--- src/rtl/pe_pkg.sv ---
// ---------------------------------------------------------------------------
// pe_pkg
//   Shared definitions for the weight-stationary MAC processing element.
//   - pe_mode_e : per-beat operating mode (systolic psum chain or local
//                 accumulate).
//   - acc_max / acc_min : signed range limits of an accumulator of a given
//                 width. The saturating stage-2 adder uses them when
//                 WS_PE_SAT_EN is defined.
// ---------------------------------------------------------------------------
package pe_pkg;

  typedef enum logic {
    MODE_SYS  = 1'b0,
    MODE_LACC = 1'b1
  } pe_mode_e;

  // Largest positive value of a width-bit two's complement number.
  function automatic logic signed [63:0] acc_max(input int unsigned width);
    return (64'sd1 <<< (width - 1)) - 64'sd1;
  endfunction

  // Most negative value of a width-bit two's complement number.
  function automatic logic signed [63:0] acc_min(input int unsigned width);
    return ~acc_max(width);
  endfunction

endpackage

--- src/rtl/pe_wbank.sv ---
// ---------------------------------------------------------------------------
// pe_wbank
//   W_DEPTH x W_BW weight register file for one PE.
//   Synchronous write and asynchronous read. Because the read sees only the
//   current register contents, a write to the entry being read only becomes
//   visible on the next cycle (read-before-write).
//
// Ports
//   clk      in  clock
//   rst_n    in  synchronous active-low reset, clears every entry
//   pe_en    in  0 = bank holds, writes are ignored
//   wr_en    in  write strobe
//   wr_addr  in  write address
//   wr_data  in  write data
//   rd_addr  in  read address (multiplier weight select)
//   rd_data  out read data, combinational from the register contents
// ---------------------------------------------------------------------------
module pe_wbank #(
  parameter int W_BW    = 8,
  parameter int W_DEPTH = 4,
  localparam int AW     = $clog2(W_DEPTH)
) (
  input  logic            clk,
  input  logic            rst_n,
  input  logic            pe_en,
  input  logic            wr_en,
  input  logic [AW-1:0]   wr_addr,
  input  logic [W_BW-1:0] wr_data,
  input  logic [AW-1:0]   rd_addr,
  output logic [W_BW-1:0] rd_data
);

  logic [W_BW-1:0] bank_q [W_DEPTH];
  logic [W_BW-1:0] bank_d [W_DEPTH];

  // Next-state of the bank: hold everything, overwrite one entry on a write.
  always_comb begin
    bank_d = bank_q;
    if (wr_en) begin
      bank_d[wr_addr] = wr_data;
    end
  end

  // Bank registers, reset to zero and frozen while the PE is stalled.
  always_ff @(posedge clk) begin
    if (!rst_n) begin
      bank_q <= '{default: '0};
    end else if (pe_en) begin
      bank_q <= bank_d;
    end
  end

  assign rd_data = bank_q[rd_addr];

endmodule

--- src/rtl/ws_mac_pe.sv ---
// ---------------------------------------------------------------------------
// ws_mac_pe
//   Weight-stationary multiply-accumulate processing element for a systolic
//   array. Feature maps pass horizontally with 1-cycle latency, partial sums
//   pass vertically with 2-cycle latency. A W_DEPTH-entry weight bank is
//   loaded over a daisy-chained weight bus. Local-accumulate mode lets the
//   PE behave output-stationary: products are summed internally and one
//   result is emitted on the last beat of each group.
//
// Configuration macro
//   WS_PE_SAT_EN  defined   : stage-2 sums saturate to the ACC_BW signed
//                             range; any clamp sets the sticky o_sat.
//                 undefined : sums wrap modulo 2^ACC_BW, o_sat is tied 0.
//
// Ports
//   clk, rst_n                    clock, synchronous active-low reset
//   pe_en                         0 = every register holds
//   w_load, w_addr, i_weight      weight bank write
//   o_w_load, o_w_addr, o_weight  weight bus to next PE (1-cycle register)
//   w_sel                         bank entry for this beat's multiply
//   i_mode                        0 = systolic, 1 = local accumulate
//   i_valid, i_last               beat valid, last beat of a local group
//   i_fmap, i_psum                feature input, partial sum from above
//   o_valid, o_fmap               feature pass-through (1-cycle register)
//   o_psum_valid, o_psum          result (2-cycle latency)
//   o_sat                         sticky saturation flag
// ---------------------------------------------------------------------------
module ws_mac_pe
  import pe_pkg::*;
#(
  parameter int I_F_BW  = 8,
  parameter int W_BW    = 8,
  parameter int ACC_BW  = 24,
  parameter int W_DEPTH = 4,
  localparam int AW     = $clog2(W_DEPTH)
) (
  input  logic              clk,
  input  logic              rst_n,
  input  logic              pe_en,
  input  logic              w_load,
  input  logic [AW-1:0]     w_addr,
  input  logic [W_BW-1:0]   i_weight,
  output logic              o_w_load,
  output logic [AW-1:0]     o_w_addr,
  output logic [W_BW-1:0]   o_weight,
  input  logic [AW-1:0]     w_sel,
  input  logic              i_mode,
  input  logic              i_valid,
  input  logic              i_last,
  input  logic [I_F_BW-1:0] i_fmap,
  input  logic [ACC_BW-1:0] i_psum,
  output logic              o_valid,
  output logic [I_F_BW-1:0] o_fmap,
  output logic              o_psum_valid,
  output logic [ACC_BW-1:0] o_psum,
  output logic              o_sat
);

  localparam int P_BW = I_F_BW + W_BW;

  // Reject parameter sets the datapath cannot represent.
  if (ACC_BW < P_BW) begin : g_acc_bw_check
    $error("ws_mac_pe: ACC_BW must be at least I_F_BW+W_BW");
  end
  if (W_DEPTH < 2) begin : g_depth_check
    $error("ws_mac_pe: W_DEPTH must be at least 2");
  end

  // Weight bus and fmap pass-through registers.
  logic              w_load_q,  w_load_d;
  logic [AW-1:0]     w_addr_q,  w_addr_d;
  logic [W_BW-1:0]   weight_q,  weight_d;
  logic              valid_q,   valid_d;
  logic [I_F_BW-1:0] fmap_q,    fmap_d;

  // Stage 1 registers.
  logic signed [P_BW-1:0]   prod_q,  prod_d;
  logic signed [ACC_BW-1:0] psum_q,  psum_d;
  logic                     v1_q,    v1_d;
  pe_mode_e                 mode1_q, mode1_d;
  logic                     last1_q, last1_d;

  // Stage 2 registers.
  logic signed [ACC_BW-1:0] acc_q,        acc_d;
  logic signed [ACC_BW-1:0] o_psum_q,     o_psum_d;
  logic                     psum_valid_q, psum_valid_d;

  logic [W_BW-1:0]          bank_rd;
  logic signed [P_BW-1:0]   fmap_ext;
  logic signed [P_BW-1:0]   wgt_ext;
  logic signed [ACC_BW-1:0] prod_ext;
  logic signed [ACC_BW-1:0] sum_base;
  logic signed [ACC_BW-1:0] sum;

  pe_wbank #(
    .W_BW    (W_BW),
    .W_DEPTH (W_DEPTH)
  ) u_wbank (
    .clk     (clk),
    .rst_n   (rst_n),
    .pe_en   (pe_en),
    .wr_en   (w_load),
    .wr_addr (w_addr),
    .wr_data (i_weight),
    .rd_addr (w_sel),
    .rd_data (bank_rd)
  );

  // Weight bus, fmap pass and stage 1 next-state. The bank read is taken
  // from the registered contents, so a same-cycle load to w_sel is not seen.
  always_comb begin
    w_load_d = w_load;
    w_addr_d = w_addr;
    weight_d = i_weight;
    valid_d  = i_valid;
    fmap_d   = i_fmap;

    fmap_ext = P_BW'($signed(i_fmap));
    wgt_ext  = P_BW'($signed(bank_rd));
    prod_d   = fmap_ext * wgt_ext;
    psum_d   = $signed(i_psum);
    v1_d     = i_valid;
    mode1_d  = pe_mode_e'(i_mode);
    last1_d  = i_last;
  end

  // Stage 2 adder: the systolic chain adds to the upstream psum, local
  // accumulate adds to the private accumulator. Only one of them is used
  // per beat, so a single adder is shared.
  assign prod_ext = ACC_BW'(prod_q);
  assign sum_base = (mode1_q == MODE_LACC) ? acc_q : psum_q;

`ifdef WS_PE_SAT_EN
  localparam logic [ACC_BW-1:0] ACC_MAX = ACC_BW'(acc_max(ACC_BW));
  localparam logic [ACC_BW-1:0] ACC_MIN = ACC_BW'(acc_min(ACC_BW));

  logic signed [ACC_BW:0] sum_wide;
  logic                   clamp;
  logic                   sat_q, sat_d;

  // One guard bit catches overflow: the top two bits disagree exactly when
  // the true sum is outside the ACC_BW range, and the guard bit gives the
  // direction of the clamp.
  always_comb begin
    sum_wide = (ACC_BW + 1)'(sum_base) + (ACC_BW + 1)'(prod_ext);
    clamp    = sum_wide[ACC_BW] != sum_wide[ACC_BW-1];
    if (clamp) begin
      sum = sum_wide[ACC_BW] ? ACC_MIN : ACC_MAX;
    end else begin
      sum = sum_wide[ACC_BW-1:0];
    end
  end
`else
  assign sum = sum_base + prod_ext;
`endif

  // Stage 2 next-state. Systolic beats always emit; local-accumulate beats
  // emit only on the last beat of the group, which also restarts acc.
  // A systolic beat never touches acc, so a group survives a mode change.
  always_comb begin
    acc_d        = acc_q;
    o_psum_d     = o_psum_q;
    psum_valid_d = 1'b0;
`ifdef WS_PE_SAT_EN
    sat_d        = sat_q;
`endif
    if (v1_q) begin
`ifdef WS_PE_SAT_EN
      sat_d = sat_q | clamp;
`endif
      if (mode1_q == MODE_SYS) begin
        o_psum_d     = sum;
        psum_valid_d = 1'b1;
      end else if (last1_q) begin
        o_psum_d     = sum;
        psum_valid_d = 1'b1;
        acc_d        = '0;
      end else begin
        acc_d = sum;
      end
    end
  end

  // All PE registers: reset clears, pe_en low freezes everything so a stall
  // neither drops nor duplicates a beat.
  always_ff @(posedge clk) begin
    if (!rst_n) begin
      w_load_q     <= 1'b0;
      w_addr_q     <= '0;
      weight_q     <= '0;
      valid_q      <= 1'b0;
      fmap_q       <= '0;
      prod_q       <= '0;
      psum_q       <= '0;
      v1_q         <= 1'b0;
      mode1_q      <= MODE_SYS;
      last1_q      <= 1'b0;
      acc_q        <= '0;
      o_psum_q     <= '0;
      psum_valid_q <= 1'b0;
`ifdef WS_PE_SAT_EN
      sat_q        <= 1'b0;
`endif
    end else if (pe_en) begin
      w_load_q     <= w_load_d;
      w_addr_q     <= w_addr_d;
      weight_q     <= weight_d;
      valid_q      <= valid_d;
      fmap_q       <= fmap_d;
      prod_q       <= prod_d;
      psum_q       <= psum_d;
      v1_q         <= v1_d;
      mode1_q      <= mode1_d;
      last1_q      <= last1_d;
      acc_q        <= acc_d;
      o_psum_q     <= o_psum_d;
      psum_valid_q <= psum_valid_d;
`ifdef WS_PE_SAT_EN
      sat_q        <= sat_d;
`endif
    end
  end

  assign o_w_load     = w_load_q;
  assign o_w_addr     = w_addr_q;
  assign o_weight     = weight_q;
  assign o_valid      = valid_q;
  assign o_fmap       = fmap_q;
  assign o_psum_valid = psum_valid_q;
  assign o_psum       = o_psum_q;
`ifdef WS_PE_SAT_EN
  assign o_sat        = sat_q;
`else
  assign o_sat        = 1'b0;
`endif

endmodule

--- config.mk ---
export PLATFORM = sky130hd
export DESIGN_NAME = ws_mac_pe
export DESIGN_NICKNAME = d
export VERILOG_FILES = /design/src/rtl/pe_pkg.sv /design/src/rtl/pe_wbank.sv /design/src/rtl/ws_mac_pe.sv
export SDC_FILE = /design/constraint.sdc
export NUM_CORES = 1
export LEC_CHECK = 0
export ABC_AREA = 1
export CAP_MARGIN = 5
export CELL_PAD_IN_SITES_DETAIL_PLACEMENT = 1
export CELL_PAD_IN_SITES_GLOBAL_PLACEMENT = 2
export CORE_MARGIN = 2
export CORE_UTILIZATION = 30
export CTS_CLUSTER_DIAMETER = 50
export DETAILED_ROUTE_END_ITERATION = 8
export GPL_TIMING_DRIVEN = 0
export HOLD_SLACK_MARGIN = 0.06
export PLACE_DENSITY = 0.73
export SLEW_MARGIN = 15
export SYNTH_ARGS = -nofsm -noshare
export SYNTH_HDL_FRONTEND = slang
export SYNTH_HIERARCHICAL = 1
export SYNTH_SLANG_ARGS = --single-unit
--- constraint.sdc ---
create_clock -name clk -period 13.9 [get_ports clk]
set_clock_uncertainty 0.1 [all_clocks]
set_input_delay 2.78 -clock clk [delete_from_list [all_inputs] [get_ports clk]]
set_output_delay 2.78 -clock clk [all_outputs]
set_load 0.02 [all_outputs]
* Word-level counts from Yosys, hierarchy flattened
Index checks and enable logic that the tools add are counted.
** Word-level totals
- Flip-flop bits (word level) :: 143
- Bits of input ports :: 51
- Word-level logic and storage cells :: 41
** Operators by class
- Add/sub/neg operators :: 1
- Multipliers :: 1
- Magnitude comparators :: 3
- Equality and inequality tests :: 1
- Mux-type cells :: 13
- Bitwise logic cells :: 2
- Reduce and logical (&&, ||, !) cells :: 4
** Operators by type and width (number)
- $mux W24 :: 4
- $bwmux W32 :: 1
- $add A24 B16 Y24 :: 1
- $mux W8 :: 3
- $bmux W8 S2 :: 1
- $demux W8 S2 :: 1
- $mul A8 B8 Y16 :: 1
- $ge A3 B3 Y1 const B :: 2
- $not A2 Y3 :: 2
- $reduce_and A3 Y1 :: 2
- $lt A3 B1 Y1 const B :: 1
- $mux W1 :: 3
- $ne A2 B1 Y1 const B :: 1
- $reduce_and A2 Y1 :: 1
- $logic_and A1 B1 Y1 :: 1

* Logic depth before layout (Yosys ltp)
Gate-level depths: netlist (run 1).
- Depth after elaboration :: 6
- Gate-level depth with buffers :: 29

* By module
The synthesis (run 1) kept the hierarchy.
** By module, submodules not included
- ws_mac_pe :: times used 1, cells each 1320, area each 8739.6 µm², seq. area each 2222.1 µm²
- pe_wbank :: times used 1, cells each 250, area each 1569.0 µm², seq. area each 640.6 µm²

* Least setup slack after synthesis (run 1)
OpenSTA, ideal clock, no wires.
- Kind :: in2reg
- Start :: input port w_sel[1]
- End :: register prod_q[10]
- Setup time :: 0.109 ns
- Data arrival time :: 7.016 ns
- Required time :: 13.691 ns
- Slack :: 6.675 ns
- Stages :: 23
- Buffers on the path :: 2
- Cells stage by stage :: clkbuf_1 > buf_2 > o211ai_1 > nand2_1 > inv_1 > or2_2 > fa_1 > fa_1 > inv_1 > fa_1 > inv_1 > fa_1 > inv_1 > ha_1 > a21oi_1 > nand2_1 > nand2_1 > nand2_1 > nand2_1 > a21oi_1 > nand3b_1 > nand2_1 > inv_1
** Between the ends
- Cells in the longest elaborated chain, start to end :: 5
** Ends and longest elaborated chain
- from (decl) :: RTL line ws_mac_pe.sv:46 : input logic [AW-1:0] w_sel,
- $not A2 Y3 (implied by the code) :: RTL line pe_wbank.sv:53 : assign rd_data = bank_q[rd_addr];
- $bmux W8 S2 :: RTL line pe_wbank.sv:53
- $mux W8 (implied by the code) (2 in series) :: RTL line pe_wbank.sv:53
- net bank_rd[7] :: RTL line ws_mac_pe.sv:88 : logic [W_BW-1:0] bank_rd;
- $mul A8 B8 Y16 :: RTL line ws_mac_pe.sv:120 : prod_d = fmap_ext * wgt_ext;
- to (signal assigned) :: RTL line ws_mac_pe.sv:210 : prod_q <= prod_d;
- to (decl) :: RTL line ws_mac_pe.sv:77 : logic signed [P_BW-1:0] prod_q, prod_d;
The timed path passes the listed nets, and every way through them passes these cells. The select of a mux whose other input is x is not followed.
A chain may end at the register's enable or synchronous reset.

* Worst setup path after layout (run 1)
- Start :: input port w_sel[0]
- End :: register prod_q[15]
The elaborated chain is that of the path after synthesis.

==> metrics.txt, run 1 <==
fin crit share between 50% and 60%; Synth Register Bits ~140; simple-gate share of the synthesized area between 20% and 30%; I/O Buffers 86; WP data arrival about 8.5 ns; Synth Area in XOR/XNOR between 1.5 and 2%; Longest Clk Path Bufs 2; Setup crit end kind flip-flop; Post-DP Area around 0.012 mm^2; Leakage around 6.2 nW; P per Cell Area between 100 and 150 mW/mm^2; Unique masters post-synth 35; post-synthesis compound-gate area fraction between 10% and 20%; slowest CP cell clkdlybuf4s50_1; WP data required about 14 ns; routed vias/inst 4.556; Die Ht ~190 um; metal3 WL between 700 and 800 um; Nets between 1500 and 2000; final-report max-slew violation count 0; CP max stage delay 0.59 ns; top sig layer met4; final setup violation count 0; wl on met1 16180 um; CTS tree done; Mapped Avg Cell Area approximately 6.6 um^2; diode count 0; Clock Tree Root clkbuf_16; setup bufs post-CTS 0; synthesized cell area approximately 0.01 mm^2; Seq/Total Area, Yosys approximately 28%; main combinational cell family by area after synthesis simple AND/OR/NAND/NOR gates; WL per Instance approximately 16 um; initial drt markers 351; Final Instance Area between 0.01 and 0.015 mm^2; DRT Pass-1 Iters 4; mux share of post-synthesis cell area 0%; Vias between 9000 and 10000; Worst VDD drop approximately 0.10 mV; Synth warnings 6; Post-DP HPWL about 28000 um; Chip Width roughly 190 um; die area ~0.036 mm^2; CP max FO 10; fraction of layout cells with a size suffix above 1 5.394%; Ports slightly below 100; RePlAce Congestion approximately 0.81; GRT Total Usage between 20% and 30%; antenna violations before repair 0; outcome finished, final reports clean; clock latency at the later pin of the worst-skew pair approximately 0.44 ns; MaxCap Viol Count 0; # clock sinks 143; Core ar. between 0.03 and 0.04 mm^2; crit path launch type input port; most used cell, CP inv_1; number of gates resized after cts 0; largest net degree at the start of global routing 17; RSZ-0062 raised after global routing no; Initial Util between 30 and 40%; syn_nets ~1700; row count between 60 and 70; setup total negative slack 0 ns; crit path kind in -> reg; CTS buffer count 17; worst rel slew slack 38.43%; Syn Inst Count 1570; clock slew at reported path FFs ~0.060 ns; DP Cell Count approximately 2100; Residual DRC 0; Hold Vio Cnt, Final 0; DRT Wirelength between 30000 and 40000 um; Fmax roughly 120 MHz; Post-DRT Antenna Nets 0; hold crit path type reg -> reg; min cycle time layout just over 8 ns; first-pass GRT wire length ~56000 um; Finished Layout Cells about 2100; Power, Total around 1.5 mW; Min Hold Slack about 0.35 ns; CTS Hold Buffers Added 0; met2 WL about 17000 um; GRT Residual Overflow 0; area grow syn2layout 19.91%; Least-Margin Pin Slew ~0.92 ns; vias in the first global route 10190; Synth Area in Adders between 10% and 20%; htree depth 4
==> kinds of logic after synthesis <==
group	count (synthesis)
AO/OA/AOI/OAI	227
AND/OR/NAND/NOR	700
flip-flops	143
adder cells (fa/ha/maj)	108
buffers and inverters	370
other	1
XOR/XNOR	21
==> sequential cells by signal (all words and copies together) (netlist names) <==
name,cells
o_weight,8
mode1_q,1
o_psum_valid,1
v1_q,1
prod_q,16
acc_q,24
psum_q,24
u_wbank/bank_q,32
o_fmap,8
o_w_load,1
o_w_addr,2
last1_q,1
o_psum,24
==> cell usage after synthesis <==
cell type | number | area [um^2]
nand3_1 | 60 | 300.3
a21oi_1 | 94 | 470.5
a21oi_2 | 5 | 43.79
fa_1 | 56 | 1121
nor3_1 | 1 | 5.000
dfxtp_1 | 143 | 2863
nand3_2 | 4 | 40.04
and2_2 | 1 | 7.510
xor2_1 | 15 | 131.4
nor2_2 | 11 | 68.82
or2_2 | 2 | 12.51
o211ai_1 | 10 | 75.07
nand2_1 | 394 | 1479
inv_2 | 4 | 15.01
buf_1 | 4 | 15.01
o21bai_1 | 2 | 15.01
buf_2 | 12 | 60.06
o21ai_1 | 2 | 10.01
clkinv_1 | 2 | 7.510
nor2_4 | 3 | 33.78
clkbuf_1 | 47 | 176.4
nand3b_1 | 4 | 30.03
nand3b_4 | 1 | 20.02
inv_1 | 297 | 1115
buf_4 | 4 | 30.03
nand4_1 | 9 | 56.30
or2_0 | 1 | 6.260
o21ai_0 | 111 | 555.5
nand2_2 | 13 | 81.33
nor2_1 | 196 | 735.7
a31oi_1 | 1 | 6.260
ha_1 | 52 | 650.6
conb_1 | 1 | 3.750
xnor2_1 | 6 | 52.55
a21o_1 | 2 | 15.01
==> worst max-delay path, delay by kind of cell <==
kind	cells	cell delay, ns
adders and majority gates	5	2.54
buffers and inverters	10	1.72
and+or+nand+nor	9	1.16
AOI/OAI and AO/OA	2	0.25
==> path summary, 6_finish.rpt <==
kind | to | startpoint | cells past startpoint | slack (ns)
setup reg to reg | prod_q[15] | u_wbank/bank_q[18] | 23 | 8.63
hold / removal | psum_q[23] | psum_q[23] | 2 | 0.35
setup / recovery | prod_q[15] | w_sel[0] | 26 | 5.66
hold reg to reg | psum_q[23] | psum_q[23] | 2 | 0.35
==> area by class of cell <==
type,count,area [um^2]
fill,4348,21340
multi-input combinational,1057,6027
sequential,143,2863
inverter,303,1137
timing repair buffer,86,860.8
tap,448,560.5
clock buffer,17,425.4
buffer,67,281.5
clock inverter,14,205.2
==> layer usage <==
layer	global-route usage, %	vias up
met3	2.817	21
met1	25.42	4641
met4	5.098	0
met5	0	-
met2	36.67	89
li1	-	4975
==> where the power goes <==
part	switching (mW)	internal, mW	total (mW)	leakage (nW)
logic	0.374	0.203	0.577	4.70
clock network	0.201	0.304	0.505	0.307
registers	0.0203	0.438	0.458	1.17
==> through the flow <==
step | setup slack, ns | utilization (%)
2_1_floorplan | 6.675 | -
3_3_place_gp | 5.133 | 34.81
3_5_place_dp | 5.105 | 34.81
4_1_cts | 5.542 | 36.68
5_1_grt | 5.107 | 36.68
6_report | 5.659 | 36.68
==> placed cells by master (no fill, tap or decap), types with 11 or more instances in the layout <==
master and n:
nor2_2 11, nand2_2 13, o21ai_0 111, dfxtp_1 143, clkdlybuf4s50_1 86, ha_1 52
nor2_1 196, buf_2 12, clkbuf_16 17, nand3_1 60, a21oi_1 94, inv_1 297
xor2_1 15, clkbuf_1 47, fa_1 56, nand2_1 394
Note: power is estimated with default switching activity, not from simulation.
==> inputs of run 2 (changes only) <==
Clock period 13.9 ns to 8.04 ns, I/O delays scaled along.
==> results of run 2 <==
The final DEF is identical to that of run 1. Status: finished, final reports clean.
Main changes from that run: setup slack after placement 5.105 ns -> 0.4166 ns; setup slack after layout 5.659 ns -> 0.9712 ns; register-to-register setup slack 8.63 ns -> 2.77 ns; total power 1.540 mW -> 2.663 mW; worst IR drop on VDD 0.1026 mV -> 0.1774 mV
==> inputs of run 3 (changes only) <==
--- a/config.mk
+++ b/config.mk
@@ -11,10 +11,10 @@
 export CELL_PAD_IN_SITES_GLOBAL_PLACEMENT = 2
 export CORE_MARGIN = 2
-export CORE_UTILIZATION = 30
+export CORE_UTILIZATION = 29
 export CTS_CLUSTER_DIAMETER = 50
 export DETAILED_ROUTE_END_ITERATION = 8
 export GPL_TIMING_DRIVEN = 0
 export HOLD_SLACK_MARGIN = 0.06
-export PLACE_DENSITY = 0.73
+export PLACE_DENSITY = 0.74
 export SLEW_MARGIN = 15
 export SYNTH_ARGS = -nofsm -noshare
==> constraint.sdc (replaced) <==
create_clock -name clk -period 6.5 [get_ports clk]
set_clock_uncertainty 0.1 [all_clocks]
set_input_delay 1.3 -clock clk [delete_from_list [all_inputs] [get_ports clk]]
set_output_delay 1.3 -clock clk [all_outputs]
set_load 0.01 [all_outputs]
==> metrics.txt, run 3 (synthesized netlist as in run 1, its figures left out) <==
antenna violations before repair 0 (unchanged); DRT Wirelength 34940 um (was 34960 um); fill count 4518 (was 4348); GRT Residual Overflow 0 (unchanged); Post-DRT Antenna Nets 0 (unchanged); routed vias/inst 4.538 (was 4.556); Worst VDD drop 0.2092 mV (was 0.1774 mV); commonest non-fill, non-tap cell in the layout nand2_1 (unchanged); Clock Tree Root clkbuf_16 (unchanged); slowest CP cell fa_1 (was clkdlybuf4s50_1); Initial Util 29.19% (was 30.59%); fraction of layout cells with a size suffix above 1 5.987% (was 5.394%); Least-Margin Pin Slew 0.8796 ns (was 0.9235 ns); final-report max-slew violation count 0 (unchanged); die area 0.03707 mm^2 (was 0.03586 mm^2); Setup crit end kind flip-flop (unchanged); P per Cell Area 258.9 mW/mm^2 (was 215.5 mW/mm^2); CTS buffer count 17 (unchanged); CP max stage delay 0.56 ns (was 0.59 ns); # clock sinks 143 (unchanged); worst rel slew slack 41.36% (was 38.43%); Die Ht 192.5 um (was 189.4 um); Hold Vio Cnt, Final 0 (unchanged); clock slew at reported path FFs 0.06 ns (about the same); diode count 0 (unchanged); clock latency at the later pin of the worst-skew pair 0.44 ns (about the same); Residual DRC 0 (unchanged); WL per Instance 16.27 um (was 16.37 um); fin crit share a little over nine tenths; Chip Width 192.5 um (was 189.4 um); CTS tree done (unchanged); WP data required 6.73 ns (was 8.28 ns); most used cell, CP inv_1 (unchanged); min cycle time layout ~6 ns; hold crit path type reg -> reg (unchanged); initial drt markers 357 (was 351); fin worst setup slack 0.3765 ns (was 0.9712 ns); Biggest register u_wbank/bank_q (unchanged); Post-DP HPWL 28270 um (was 28150 um); Vias 9748 (was 9726); Ports 97 (unchanged); CP max FO 10 (unchanged); Longest Clk Path Bufs 2 (unchanged); Layout Utilization 35.04% (was 36.68%); crit path kind in -> reg (unchanged); CTS Hold Buffers Added 0 (unchanged); Place WS -0.7799 ns (was 0.4166 ns); vias in the first global route 10230 (was 10190); MaxCap Viol Count 0 (unchanged); largest net degree at the start of global routing 17 (unchanged); Core ar. 0.03531 mm^2 (was 0.03370 mm^2); final setup violation count 0 (unchanged); crit path launch type input port (unchanged); row count 69 (was 67); Nets 1834 (unchanged); area grow syn2layout 20.01% (was 19.91%); CP Cell Sequence clkbuf_1, buf_2, o211ai_1, nand2_1, inv_1, or2_2, fa_1, fa_1, inv_1, fa_1, inv_1, fa_1, inv_1, ha_1, nand2_1, nor2_1, nand3_1, nand3_1, inv_1, nand2_1, nand3_1, nand2_1, inv_1; DRT Pass-1 Iters 5 (was 4); most frequent cells in the layout nand2_1 (390), inv_1 (297), nor2_1 (196) (was nand2_1 (394), inv_1 (297), nor2_1 (196)); RePlAce Congestion 0.8196 (was 0.8083); I/O Buffers 86 (unchanged); htree depth 4 (unchanged); GRT Total Usage 19.61% (was 20.33%); WP data arrival 6.36 ns (was 7.31 ns); first-pass GRT wire length 55230 um (was 55880 um); outcome finished, final reports clean (unchanged); Leakage 6.194 nW (was 6.181 nW); max reg flops 32 (unchanged); Fmax about 160 MHz; RSZ-0062 raised after global routing no (unchanged)
==> run 3: metal layers <==
metal  part of all wire, %  track usage [%]  up-vias
li1                      -                -     4986
met5                     0                0        -
met1                    47            24.76     4652
met3                   2.7            3.037       17
met2                    50            35.58       93
met4                  0.73            3.200        0
==> run 3: path summary, 6_finish.rpt <==
kind | end | slack, ns | from | depth (start not counted)
setup / recovery | prod_q[15] | 0.38 | w_sel[1] | 23
hold / removal | psum_q[1] | 0.36 | psum_q[1] | 2
setup reg to reg | prod_q[15] | 1.44 | u_wbank/bank_q[17] | 23
hold reg to reg | psum_q[1] | 0.36 | psum_q[1] | 2
==> run 3: per-stage QoR <==
stage / hold WS [ns] / area [um^2] / std cells / power (mW) / TNS [ns]
global placement: 0.3426 / 11750 / 2117 / 2.214 / -3.508
finish: 0.3574 / 12370 / 2148 / 3.203 / 0
CTS: 0.3573 / 12340 / 2145 / 3.259 / 0
detailed placement: 0.3473 / 11750 / 2117 / 2.236 / -3.934
floorplan: 0.3245 / 10310 / 1570 / 1.841 / 0
global route: 0.3780 / 12370 / 2148 / 3.472 / 0
==> run 3: critical path, delay by kind of cell <==
| kind | cells | cell delay (ns) |
|---|---|---|
| buffers and inverters | 8 | 1.01 |
| and+or+nand+nor | 9 | 1.41 |
| adders and majority gates | 5 | 2.46 |
| AOI/OAI and AO/OA | 1 | 0.15 |
==> run 3: final cells by class <==
class	instances	area, um^2	share of cell area [%]
Buffer	63	279.0	2.255
Clock buffer	22	474.2	3.833
Clock inverter	9	108.9	0.8798
Inverter	303	1137	9.193
Multi-Input combinational cell	1057	6040	48.82
Sequential cell	143	2863	23.14
Tap cell	461	576.8	4.662
Timing Repair Buffer	90	893.4	7.221
==> run 3: what timing repair did <==
action	CTS	global route
pin swaps	0	2
resized for setup	9	9
setup buffers	0	4
endpoints found under the setup margin	4	5
gates cloned	0	0
==> run 3: power breakdown <==
| group | internal [mW] | switching [mW] |
|---|---|---|
| clock network | 0.594 | 0.412 |
| registers | 0.937 | 0.0469 |
| logic | 0.436 | 0.777 |
| total | 1.97 | 1.24 |
